==> src/rtl/reorder_buffer.sv <==
// reorder_buffer: circular in-order retirement buffer between rename and commit
// Frees overwritten physical registers at retire and drives branch recovery on mispredict.
module reorder_buffer #(
    parameter int PREG_WIDTH = 7,
    parameter int ROB_WIDTH  = 4
) (
    input  logic                  clk,
    input  logic                  reset,
    input  logic                  dispatch_valid,
    input  logic [ROB_WIDTH-1:0]  dispatch_rob_tag,
    input  logic [PREG_WIDTH-1:0] dispatch_old_prd,
    input  logic                  dispatch_reg_write,
    input  logic                  dispatch_is_branch,
    input  logic                  complete_valid,
    input  logic [ROB_WIDTH-1:0]  complete_tag,
    input  logic                  complete_mispredict,
    output logic                  rob_ready,
    output logic                  rob_empty,
    output logic                  commit_en,
    output logic [PREG_WIDTH-1:0] commit_old_preg,
    output logic                  retire_valid,
    output logic                  branch_mispredict,
    output logic [ROB_WIDTH-1:0]  mispredict_tag,
    output logic                  tag_error
);
    localparam int DEPTH = 2 ** ROB_WIDTH;
    localparam logic [ROB_WIDTH:0] FULL = (ROB_WIDTH + 1)'(DEPTH);

    logic [DEPTH-1:0]      valid, done, reg_write, is_branch;
    logic [DEPTH-1:0]      valid_nxt, done_nxt, younger;
    logic [PREG_WIDTH-1:0] old_prd [DEPTH];
    logic [ROB_WIDTH-1:0]  head, tail, br_off, span;
    logic [ROB_WIDTH:0]    count, count_nxt;
    logic                  disp_acc, disp_wr, retire, mp;

    assign rob_ready = count != FULL;
    assign rob_empty = count == '0;

    always_comb begin
        disp_acc = dispatch_valid && rob_ready && !branch_mispredict;
        retire   = valid[head] && done[head];
        mp       = complete_valid && complete_mispredict && valid[complete_tag] && is_branch[complete_tag];
        // A dispatch racing a mispredict is younger than the branch, so it is simply not kept
        disp_wr  = disp_acc && !mp;
        br_off   = complete_tag - head;
        span     = br_off + ROB_WIDTH'(1);
        for (int i = 0; i < DEPTH; i++)
            younger[i] = (ROB_WIDTH'(i) - head) > br_off;
        valid_nxt = valid;
        done_nxt  = done;
        if (disp_wr) begin
            valid_nxt[dispatch_rob_tag] = 1'b1;
            done_nxt[dispatch_rob_tag]  = 1'b0;
        end
        if (complete_valid && valid[complete_tag])
            done_nxt[complete_tag] = 1'b1;
        if (retire) begin
            valid_nxt[head] = 1'b0;
            done_nxt[head]  = 1'b0;
        end
        if (mp) begin
            valid_nxt = valid_nxt & ~younger;
            done_nxt  = done_nxt & ~younger;
        end
        // Occupancy after a flush is the distance head..branch; a zero span only means full if it was full
        count_nxt = mp ? ((span == '0 && count == FULL) ? FULL : {1'b0, span}) - (ROB_WIDTH + 1)'(retire)
                       : count + (ROB_WIDTH + 1)'(disp_acc) - (ROB_WIDTH + 1)'(retire);
    end

    always_ff @(posedge clk or negedge reset) begin
        if (!reset) begin
            head              <= '0;
            tail              <= '0;
            count             <= '0;
            valid             <= '0;
            done              <= '0;
            reg_write         <= '0;
            is_branch         <= '0;
            for (int i = 0; i < DEPTH; i++)
                old_prd[i] <= '0;
            commit_en         <= 1'b0;
            commit_old_preg   <= '0;
            retire_valid      <= 1'b0;
            branch_mispredict <= 1'b0;
            mispredict_tag    <= '0;
            tag_error         <= 1'b0;
        end else begin
            head              <= head + ROB_WIDTH'(retire);
            tail              <= mp ? complete_tag + ROB_WIDTH'(1) : tail + ROB_WIDTH'(disp_acc);
            count             <= count_nxt;
            valid             <= valid_nxt;
            done              <= done_nxt;
            retire_valid      <= retire;
            commit_en         <= retire && reg_write[head];
            commit_old_preg   <= (retire && reg_write[head]) ? old_prd[head] : '0;
            branch_mispredict <= mp;
            if (mp)
                mispredict_tag <= complete_tag;
            if (disp_acc && dispatch_rob_tag != tail)
                tag_error <= 1'b1;
            if (disp_wr) begin
                reg_write[dispatch_rob_tag] <= dispatch_reg_write;
                is_branch[dispatch_rob_tag] <= dispatch_is_branch;
                old_prd[dispatch_rob_tag]   <= dispatch_old_prd;
            end
        end
    end
endmodule

==> config.mk <==
export PLATFORM = sky130hd
export DESIGN_NAME = reorder_buffer
export DESIGN_NICKNAME = d
export VERILOG_FILES = /design/src/rtl/reorder_buffer.sv
export SDC_FILE = /design/constraint.sdc
export NUM_CORES = 1
export LEC_CHECK = 0
export BUFFER_PORTS_ARGS = -buffer_cell sky130_fd_sc_hd__buf_2
export CORE_ASPECT_RATIO = 0.5
export CORE_MARGIN = 5
export CORE_UTILIZATION = 45
export CTS_CLUSTER_SIZE = 40
export DETAILED_ROUTE_END_ITERATION = 16
export GPL_ROUTABILITY_DRIVEN = 0
export SKIP_CTS_REPAIR_TIMING = 1
export SLEW_MARGIN = 10
export SYNTH_ARGS = -nofsm -noshare
export SYNTH_HDL_FRONTEND = slang
export SYNTH_SLANG_ARGS = --single-unit
==> constraint.sdc <==
create_clock -name clk -period 7.5 [get_ports clk]
set_input_delay 0 -clock clk [delete_from_list [all_inputs] [get_ports clk]]
set_output_delay 0 -clock clk [all_outputs]
set_load 0.1 [all_outputs]
==> flow_summary.toml <==
[drt]
dr_total_vias = 7284
finalWirelength_mm = 27.7
drt_iter0_markers = 425
drcViolationCount = 0
wl_per_cell_microns = 22.0
antenna_left = 0
via_per_inst = 5.79
drt_first_pass_iters = 5

[timing]
rsz0062_at_grt = "no"
finalSetupViolCount = 0
finalClockSkew_ns = 0.0195
worst_pin_slew_ns = 1.20
period_needed_ns = 4.91
slew_headroom = 0.191
finalSetupTns_ns = 0
finalHoldViolations = 0
slew_viol_final = 0
fmax_ghz = 0.203
fin_crit_sh = 0.655

[yosys]
netlist_area_sq_um = 11300
synth_nets = 946
ys_ff_latch = 204
yosysSeqAreaShare = 0.452
yosys.area.top_type = "dfrtp_1"
syn_avg_cell_area_sq_um = 13.1
synthesis.instances = 859
yosysUniqueCellTypes = 56
ys.warnings.count = 0
synth_top_area_frac = 0.452
ys.flop_type = "dfrtp_1"
synth_area_leaders = "dfrtp_1, mux2_2, mux4_2"
synthArstFlopShare = 1.00
synth_edf_count = 0

[clocking]
clkTransAtPathRegs_ns = 0.06
cts_tree = "built"
clk-insertion-delay-late_ns = 0.50
clock-sinks = 204
cts_made_buffers = 21
htreeDepth = 1
cts_max_path_buffers = 3
ctsRootBufferMaster = "clkbuf_16"

[global_route]
grt_pass1_wl_mm = 43.8
grt_pass1_vias = 7438
grt_antenna_before_repair = 0
gr-usage-all-layers = 0.197
grt_max_degree = 133
gr-total-overflow = 0

[power]
seqPwrFrac = 0.306
ir_worst_vdd_mv = 0.159
powerDensity_nw_per_um2 = 448
combPwrFrac = 0.499
clock_power_share = 0.195
swShare = 0.387
power_leakage_nw = 5.44
p_int_mw = 3.47
netSwitchingPower_mw = 2.19

[setup_path]
worstSetupPathType = "reg2reg"
crit_fanout = 47
critical_path_required_ns = 7.86
arrival_ns = 5.28
cp-end-kind = "flip-flop"
crit_path_start_kind = "flip-flop"

[floorplan]
die_y_microns = 122
coreArea_sq_um = 24900
die_area_sq_um = 28500
num_rows = 41
start_util = 0.453
die_w_microns = 234
io_pins = 39

[placement]
placedInstanceArea_sq_um = 11800
dp_hpwl_mm = 17.6
portBuffers = 38

[finish]
final_area_sq_um = 12600
drive_above_1_share = 0.341
nets = 986
area_growth_pct = 12.0

[flow_run]
max-cap-violations = 0

[worst_hold_path]
hp-class = "in2reg"

[outcome]
status = "finished clean"
[cells in the final DEF (no fill, tap or decap), types with 4 or more instances in the layout]
cell / netlist / final
a21o_1: 11 / 11
a21oi_1: 38 / 38
a31o_2: 5 / 5
and3_1: 6 / 6
and4_1: 9 / 9
buf_2: 6 / 37
buf_4: 0 / 10
clkbuf_1: 24 / 5
clkbuf_16: 0 / 21
clkbuf_8: 0 / 6
dfrtp_1: 204 / 202
dlygate4sd3_1: 0 / 12
ha_1: 62 / 62
inv_1: 33 / 33
mux2_1: 4 / 4
mux2_2: 134 / 134
mux2_4: 9 / 9
mux2i_1: 7 / 7
mux4_2: 44 / 44
nand2_1: 71 / 71
nand2b_1: 8 / 8
nand3_1: 6 / 6
nor2_1: 13 / 13
nor2b_1: 7 / 7
nor4_4: 16 / 16
o21ai_0: 9 / 9
o21ba_2: 16 / 16
o22ai_1: 13 / 13
o32ai_1: 8 / 8
o41ai_1: 16 / 16
xnor2_1: 15 / 15
xor2_1: 14 / 14
[kinds of logic after synthesis]
| group | synth area share |
|---|---|
| flip-flops | 0.452 |
| multiplexers | 0.248 |
| AND/OR/NAND/NOR | 0.0893 |
| AO/OA/AOI/OAI | 0.0831 |
| buffers and inverters | 0.0304 |
| adder cells (fa/ha/maj) | 0.0740 |
| XOR/XNOR | 0.0225 |
[cell usage after synthesis (9+ instances only)]
library cell,instances
a21o_1,11
a21oi_1,38
and4_1,9
buf_1,10
clkbuf_1,24
dfrtp_1,204
ha_1,62
inv_1,33
mux2_2,134
mux2_4,9
mux4_2,44
nand2_1,71
nor2_1,13
nor4_4,16
o21ai_0,9
o21ba_2,16
o22ai_1,13
o41ai_1,16
xnor2_1,15
xor2_1,14
[final timing paths]
kind / start / to / slack [ns] / depth (start not counted)
min in group asynchronous: reset / old_prd[64] / 0.25 / 2
worst max-delay path: head[0] / count[4] / 2.59 / 17
max in group asynchronous: reset / head[0] / 5.64 / 3
worst max register to register: head[0] / count[4] / 2.59 / 17
worst min-delay path: dispatch_rob_tag[1] / tag_error / 0.01 / 4
worst min register to register: tag_error / tag_error / 0.48 / 1
[state kept, by name, summed over array words and instances (netlist names)]
signal / flops
tail: 4
head: 4
reg_write: 16
mispredict_tag: 4
done: 16
old_prd: 112
tag_error: 1
valid: 16
commit_en: 1
is_branch: 16
branch_mispredict: 1
retire_valid: 1
count: 5
commit_old_preg: 7
[cell type report]
class	instances	area (sq um)
Antenna cell	1	2.50
Clock buffer	31	613
Clock inverter	6	109
Fill cell	2149	12300
Inverter	36	143
Multi-Input combinational cell	576	5840
Sequential cell	204	5110
Tap cell	344	430
Timing Repair Buffer	60	394
[critical path, cell delays in order, from the launching register on]
cell	delay [ns]
dfrtp_2	0.34
buf_4	0.66
clkinv_1	0.53
mux4_2	0.57
a222oi_1	0.31
nand3_1	0.59
inv_1	0.36
ha_1	0.27
inv_1	0.05
ha_1	0.15
inv_1	0.06
fa_1	0.39
inv_1	0.07
a21oi_1	0.06
nor2_1	0.08
nor2_1	0.05
xnor2_1	0.13
o21ai_0	0.08
[routing by layer]
metal,global-route usage,vias up,routed length (microns),share of wire
met3,0.0296,42,1170,0.042
met4,0.0458,0,660,0.024
li1,-,3287,-,-
met2,0.313,155,12700,0.46
met5,0,-,0,0
met1,0.289,3800,13200,0.48
[per-stage QoR]
stage / instances / power, mW / hold slack (ns) / util / setup WS [ns]
2_1_floorplan: 859 / 3.89 / -0.296 / - / 3.31
3_3_place_gp: 1208 / 4.46 / 0.250 / 0.473 / 2.71
3_5_place_dp: 1208 / 4.55 / 0.263 / 0.473 / 2.56
4_1_cts: 1245 / 5.68 / -0.276 / 0.502 / 2.54
5_1_grt: 1257 / 6.05 / 0.0154 / 0.507 / 2.12
6_report: 1258 / 5.66 / 0.0135 / 0.507 / 2.59
[power groups by stage]
| stage | Clock [mW] | Sequential, mW | Combinational (mW) |
|---|---|---|---|
| after global placement | 0 | 1.73 | 2.73 |
| after CTS | 1.13 | 1.73 | 2.82 |
| after global routing | 1.17 | 1.78 | 3.09 |
| final | 1.11 | 1.73 | 2.83 |
| after floorplan | 0 | 1.90 | 1.99 |
| after detailed placement | 0 | 1.75 | 2.81 |
Power figures use the tool's default switching activity.
